<file path="src/rtl/calculation_mulit.sv">
// Three-stage pipelined unsigned multiplier built from four 4-bit-slice partial products.
// Accepts a new operand pair every cycle; the product appears three rising edges later.
module calculation_mulit #(
   parameter int DATA_W = 16
) (
   input  logic                  mulit_clk,
   input  logic                  mulit_rst,
   input  logic [DATA_W-1:0]     mul_a,
   input  logic [DATA_W-1:0]     mul_b,
   output logic [2*DATA_W-1:0]   mul_out
);

   localparam int NIB   = 4;
   localparam int N_PP  = 4;
   localparam int PP_W  = DATA_W + NIB;
   localparam int S_W   = DATA_W + 2*NIB;
   localparam int OUT_W = 2*DATA_W;

   logic [PP_W-1:0]  pp_next [N_PP];
   logic [PP_W-1:0]  pp_reg  [N_PP];
   logic [S_W-1:0]   s0_next, s1_next;
   logic [S_W-1:0]   s0_reg,  s1_reg;
   logic [OUT_W-1:0] out_next;
   logic [OUT_W-1:0] out_reg;

   // Stage 1: one partial product per 4-bit slice of mul_b.
   genvar gi;
   generate
      for (gi = 0; gi < N_PP; gi++) begin : g_pp
         assign pp_next[gi] = PP_W'(mul_a) * PP_W'(mul_b[NIB*gi +: NIB]);

         always_ff @(posedge mulit_clk or negedge mulit_rst) begin
            if (!mulit_rst)
               pp_reg[gi] <= '0;
            else
               pp_reg[gi] <= pp_next[gi];
         end
      end
   endgenerate

   // Stage 2: pairwise merge of adjacent slices.
   always_comb begin
      s0_next = S_W'(pp_reg[0]) + (S_W'(pp_reg[1]) << NIB);
      s1_next = S_W'(pp_reg[2]) + (S_W'(pp_reg[3]) << NIB);
   end

   always_ff @(posedge mulit_clk or negedge mulit_rst) begin
      if (!mulit_rst) begin
         s0_reg <= '0;
         s1_reg <= '0;
      end else begin
         s0_reg <= s0_next;
         s1_reg <= s1_next;
      end
   end

   // Stage 3: final merge; the upper pair sits two slices (8 bits) higher.
   always_comb begin
      out_next = OUT_W'(s0_reg) + (OUT_W'(s1_reg) << (2*NIB));
   end

   always_ff @(posedge mulit_clk or negedge mulit_rst) begin
      if (!mulit_rst)
         out_reg <= '0;
      else
         out_reg <= out_next;
   end

   assign mul_out = out_reg;

endmodule

</file>
<file path="config.mk">
export PLATFORM = sky130hd
export DESIGN_NAME = calculation_mulit
export DESIGN_NICKNAME = d
export VERILOG_FILES = /design/src/rtl/calculation_mulit.sv
export SDC_FILE = /design/constraint.sdc
export NUM_CORES = 1
export LEC_CHECK = 0
export BUFFER_PORTS_ARGS = -buffer_cell sky130_fd_sc_hd__buf_4
export CAP_MARGIN = 20
export CORE_UTILIZATION = 45
export DETAILED_ROUTE_END_ITERATION = 10
export GPL_ROUTABILITY_DRIVEN = 0
export GPL_TIMING_DRIVEN = 0
export PLACE_DENSITY_LB_ADDON = 0.05
export SLEW_MARGIN = 20
export SYNTH_ARGS = -nofsm -noshare
export SYNTH_HDL_FRONTEND = slang
export SYNTH_SLANG_ARGS = --single-unit
</file>
<file path="constraint.sdc">
create_clock -name mulit_clk -period 2.1 [get_ports mulit_clk]
set_clock_uncertainty 0.2 [all_clocks]
set_input_delay 0.21 -clock mulit_clk [delete_from_list [all_inputs] [get_ports mulit_clk]]
set_output_delay 0.21 -clock mulit_clk [all_outputs]
set_load 0.02 [all_outputs]
</file>
==> qor.log <==
qor: status.run_status finished with violations
qor: status.failed_checks DRC, setup timing
qor: routing.route.final.wire_length 38900 um
qor: die.floorplan.die.width 180 um
qor: pwr.power_density 1190 nW/um^2
qor: setup_path.worst_setup_path_end_kind register
qor: synth.synthCells 1526
qor: timing.period_needed 3250 ps
qor: synth.yosys.cell_types.count 58
qor: clocking.clock_tree.root_cell sky130_fd_sc_hd__clkbuf_16
qor: global_route.grt_pass1_vias 11500
qor: synth.sequential_element_share_of_the_synthesized_area 28.1%
qor: global_route.globalRoute.totalOverflow 0
qor: cells_and_area.most_common_cell_after_layout_fill_and_taps_aside sky130_fd_sc_hd__inv_1
qor: routing.drt_drc_violations_left 12
qor: hold_path.worst_hold_path_class input pin to register
qor: cells_and_area.layout.nets 2078
qor: die.die-area 32300 um^2
qor: routing.postRouteAntennaNets 0
qor: synth.postSynthAreaPerCell 9.32 um^2
qor: timing.relSlewSlack 54.5%
qor: hold_path.hold_start mul_a[0]
qor: timing.rsz0062_at_grt true
qor: setup_path.rr_worst_depth 10
qor: timing.final-setup-viol-count 96
qor: synth.async_flop_share 100%
qor: cells_and_area.highest_count_cells_in_the_layout_ignoring_fill_and_taps 198 x sky130_fd_sc_hd__inv_1, 162 x sky130_fd_sc_hd__and2_1, 160 x sky130_fd_sc_hd__buf_4, 157 x sky130_fd_sc_hd__dfrtp_1, 105 x sky130_fd_sc_hd__fa_1
qor: timing.timing.final.hold_violations 0
qor: flow_run.max_cap_viol_count 0
qor: die.placementRows 64
qor: setup_path.worst-endpoint-required 2240 ps
qor: synth.synth_enable_flop_cells 0
qor: setup_path.regToRegEndpoint s0_reg[22]
qor: clocking.cts-buffers-inserted 17
qor: place.port_buffers 65
qor: die.initial_utilization 46.1%
qor: routing.post_drt_via_cell_ratio 5.13
qor: timing.totalNegativeSetupSlack -55270 ps
qor: cells_and_area.area_delta_synth_final 43.2%
qor: timing.worst_slew_pin_slew 682 ps
qor: timing.post-route-worst-setup-slack -1150 ps
qor: pwr.irDropWorstVdd 0.671 mV
qor: timing.achievable_frequency 308 MHz
qor: die.die_height 180 um
qor: routing.drt_iter0_drc 646
qor: global_route.grt_max_degree 92
qor: global_route.grt_usage 24.1%
qor: timing.post-route-period-util 155%
qor: clocking.tritoncts_num_sinks 160
qor: global_route.antenna_found_initial 5
qor: global_route.global_route_wire_length_before_repair 60500 um
qor: clocking.clkTransAtPathRegs 70 ps
qor: routing.routed-via-count 11300
qor: die.core-area 30800 um^2
qor: routing.first_pass_iters 8
qor: clocking.cts-htree-levels 4
qor: setup_path.timing.critical_path.arrival 3380 ps
qor: synth.synthesis.nets 1819
qor: hold_path.whs_endpoint pp_reg[60]
qor: cells_and_area.fill_cells 2351
qor: clocking.cts.path.max_buffers 2
qor: setup_path.setup.worst_path.class input pin to register
qor: setup_path.startpoint_type input pin
qor: synth.ys_warn_count 0
qor: routing.wl_per_cell 17.7 um
qor: pwr.total_power 24.3 mW
qor: place.detailed_place_hpwl 25900 um
qor: clocking.clk_latency 440 ps
qor: synth.synthFlopType sky130_fd_sc_hd__dfrtp_1
qor: cells_and_area.drive_gt1_share 36.9%
qor: cells_and_area.largest_reg_flops 80
qor: die.ioPinCount 66
qor: clocking.clock_tree_from_tritoncts built
qor: setup_path.r2r-start pp_reg[64]
qor: synth.yosys_register_bits 160
qor: place.dpl_worst_slack -1880 ps
qor: setup_path.timing.critical_path.fanout_max 6
qor: timing.slew_violations 0
qor: synth.netlist_area 14200 um^2
qor: pwr.cellLeakagePower 9.55 nW
qor: hold_path.whs_path_depth 4
qor: setup_path.ff2ff_setup_slack -420 ps
==> cells in the mapped netlist, types with 2 or more instances <==
cell type / count / area share (%)
sky130_fd_sc_hd__inv_1: 232 / 6.1
sky130_fd_sc_hd__and2_1: 193 / 8.5
sky130_fd_sc_hd__dfrtp_1: 160 / 28
sky130_fd_sc_hd__ha_1: 144 / 13
sky130_fd_sc_hd__nand2_1: 118 / 3.1
sky130_fd_sc_hd__fa_1: 115 / 16
sky130_fd_sc_hd__a21oi_1: 87 / 3.1
sky130_fd_sc_hd__xnor2_1: 84 / 5.2
sky130_fd_sc_hd__nor2_1: 67 / 1.8
sky130_fd_sc_hd__o21ai_0: 45 / 1.6
sky130_fd_sc_hd__clkbuf_1: 36 / 0.95
sky130_fd_sc_hd__xor2_1: 31 / 1.9
sky130_fd_sc_hd__a21o_1: 25 / 1.3
sky130_fd_sc_hd__nand3_1: 19 / 0.67
sky130_fd_sc_hd__o21a_1: 17 / 0.90
sky130_fd_sc_hd__a211oi_1: 13 / 0.69
sky130_fd_sc_hd__o211ai_1: 13 / 0.69
sky130_fd_sc_hd__nor2b_1: 12 / 0.53
sky130_fd_sc_hd__o21ai_1: 12 / 0.42
sky130_fd_sc_hd__o21bai_1: 12 / 0.63
sky130_fd_sc_hd__nand2b_1: 10 / 0.44
sky130_fd_sc_hd__a31oi_1: 9 / 0.40
sky130_fd_sc_hd__nand4_1: 9 / 0.40
sky130_fd_sc_hd__nor3_1: 7 / 0.25
sky130_fd_sc_hd__and3_1: 6 / 0.26
sky130_fd_sc_hd__o31ai_1: 5 / 0.26
sky130_fd_sc_hd__a21oi_2: 3 / 0.18
sky130_fd_sc_hd__nor3b_1: 3 / 0.16
sky130_fd_sc_hd__o31a_1: 3 / 0.18
sky130_fd_sc_hd__o41ai_1: 3 / 0.18
sky130_fd_sc_hd__a21boi_0: 2 / 0.11
sky130_fd_sc_hd__a221o_1: 2 / 0.14
sky130_fd_sc_hd__a311oi_1: 2 / 0.12
sky130_fd_sc_hd__o22ai_1: 2 / 0.088
sky130_fd_sc_hd__or2_2: 2 / 0.088
==> timing repair <==
item                       CTS  global route
pin swaps                  174           161
resized for setup          305           175
hold endpoints to repair    75             0
setup endpoints to repair   99           103
gates cloned                 8             1
hold buffers                 6             0
buffers inserted           131            46
==> layer usage <==
| metal | track usage, % | wire length, um |
|---|---|---|
| met2 | 39.0 | 18200 |
| met3 | 3.02 | 1450 |
| met1 | 32.9 | 17900 |
| met4 | 9.72 | 1340 |
| met5 | 0 | 16 |
==> power breakdown <==
group          switching (mW)  internal, mW
logic                    8.22          8.01
registers               0.701          4.52
clock network            1.33          1.55
==> layout make-up <==
cell class / instances / area [um^2] / area share [%]
antenna: 1 / 2.50 / 0.0123
multi-input combinational: 1098 / 11600 / 56.7
clock buffer: 18 / 439 / 2.16
sequential: 160 / 4010 / 19.7
timing repair buffer: 244 / 2320 / 11.4
clock inverter: 14 / 105 / 0.516
buffer: 32 / 567 / 2.78
inverter: 232 / 875 / 4.29
tap: 396 / 495 / 2.43
==> worst max-delay path, stage by stage <==
cell and delay [ps]:
sky130_fd_sc_hd__buf_12 100, sky130_fd_sc_hd__clkbuf_16 150, sky130_fd_sc_hd__and2_4 160, sky130_fd_sc_hd__fa_1 530, sky130_fd_sc_hd__inv_1 50, sky130_fd_sc_hd__fa_1 480, sky130_fd_sc_hd__inv_2 50, sky130_fd_sc_hd__ha_4 220
sky130_fd_sc_hd__nor2b_4 130, sky130_fd_sc_hd__o31a_1 260, sky130_fd_sc_hd__o211ai_2 220, sky130_fd_sc_hd__a21oi_2 90, sky130_fd_sc_hd__or2_1 260, sky130_fd_sc_hd__a311oi_2 290, sky130_fd_sc_hd__xnor2_2 180
==> cell families after synthesis <==
| logic type | share of synthesized area [%] |
|---|---|
| xor+xnor | 7.08 |
| flops | 28.1 |
| fa+ha+maj | 28.9 |
| mux | 0.0704 |
| simple gates | 16.6 |
| buf+inv | 7.07 |
| compound gates | 12.2 |
==> metrics by stage <==
step	hold WS, ps	utilization [%]	area [um^2]	instances
global placement	132	52.1	16100	1987
global route	21.8	66.0	20400	2194
floorplan	-286	-	15100	1526
finish	29.9	66.1	20400	2195
CTS	13.5	62.4	19200	2158
detailed placement	-6.59	52.2	16100	1988
==> how the worst max path moves through the flow <==
stage / slack, ps / from / endpoint
after floorplan: -1310 / mul_a[3] / pp_reg[16]
after global placement: -1850 / mul_a[13] / pp_reg[17]
after detailed placement: -1880 / mul_a[13] / pp_reg[17]
after CTS: -1130 / mul_a[3] / pp_reg[16]
after global routing: -1200 / mul_a[3] / pp_reg[39]
final: -1150 / mul_a[3] / pp_reg[16]
Note: power is estimated with default switching activity, not from simulation.
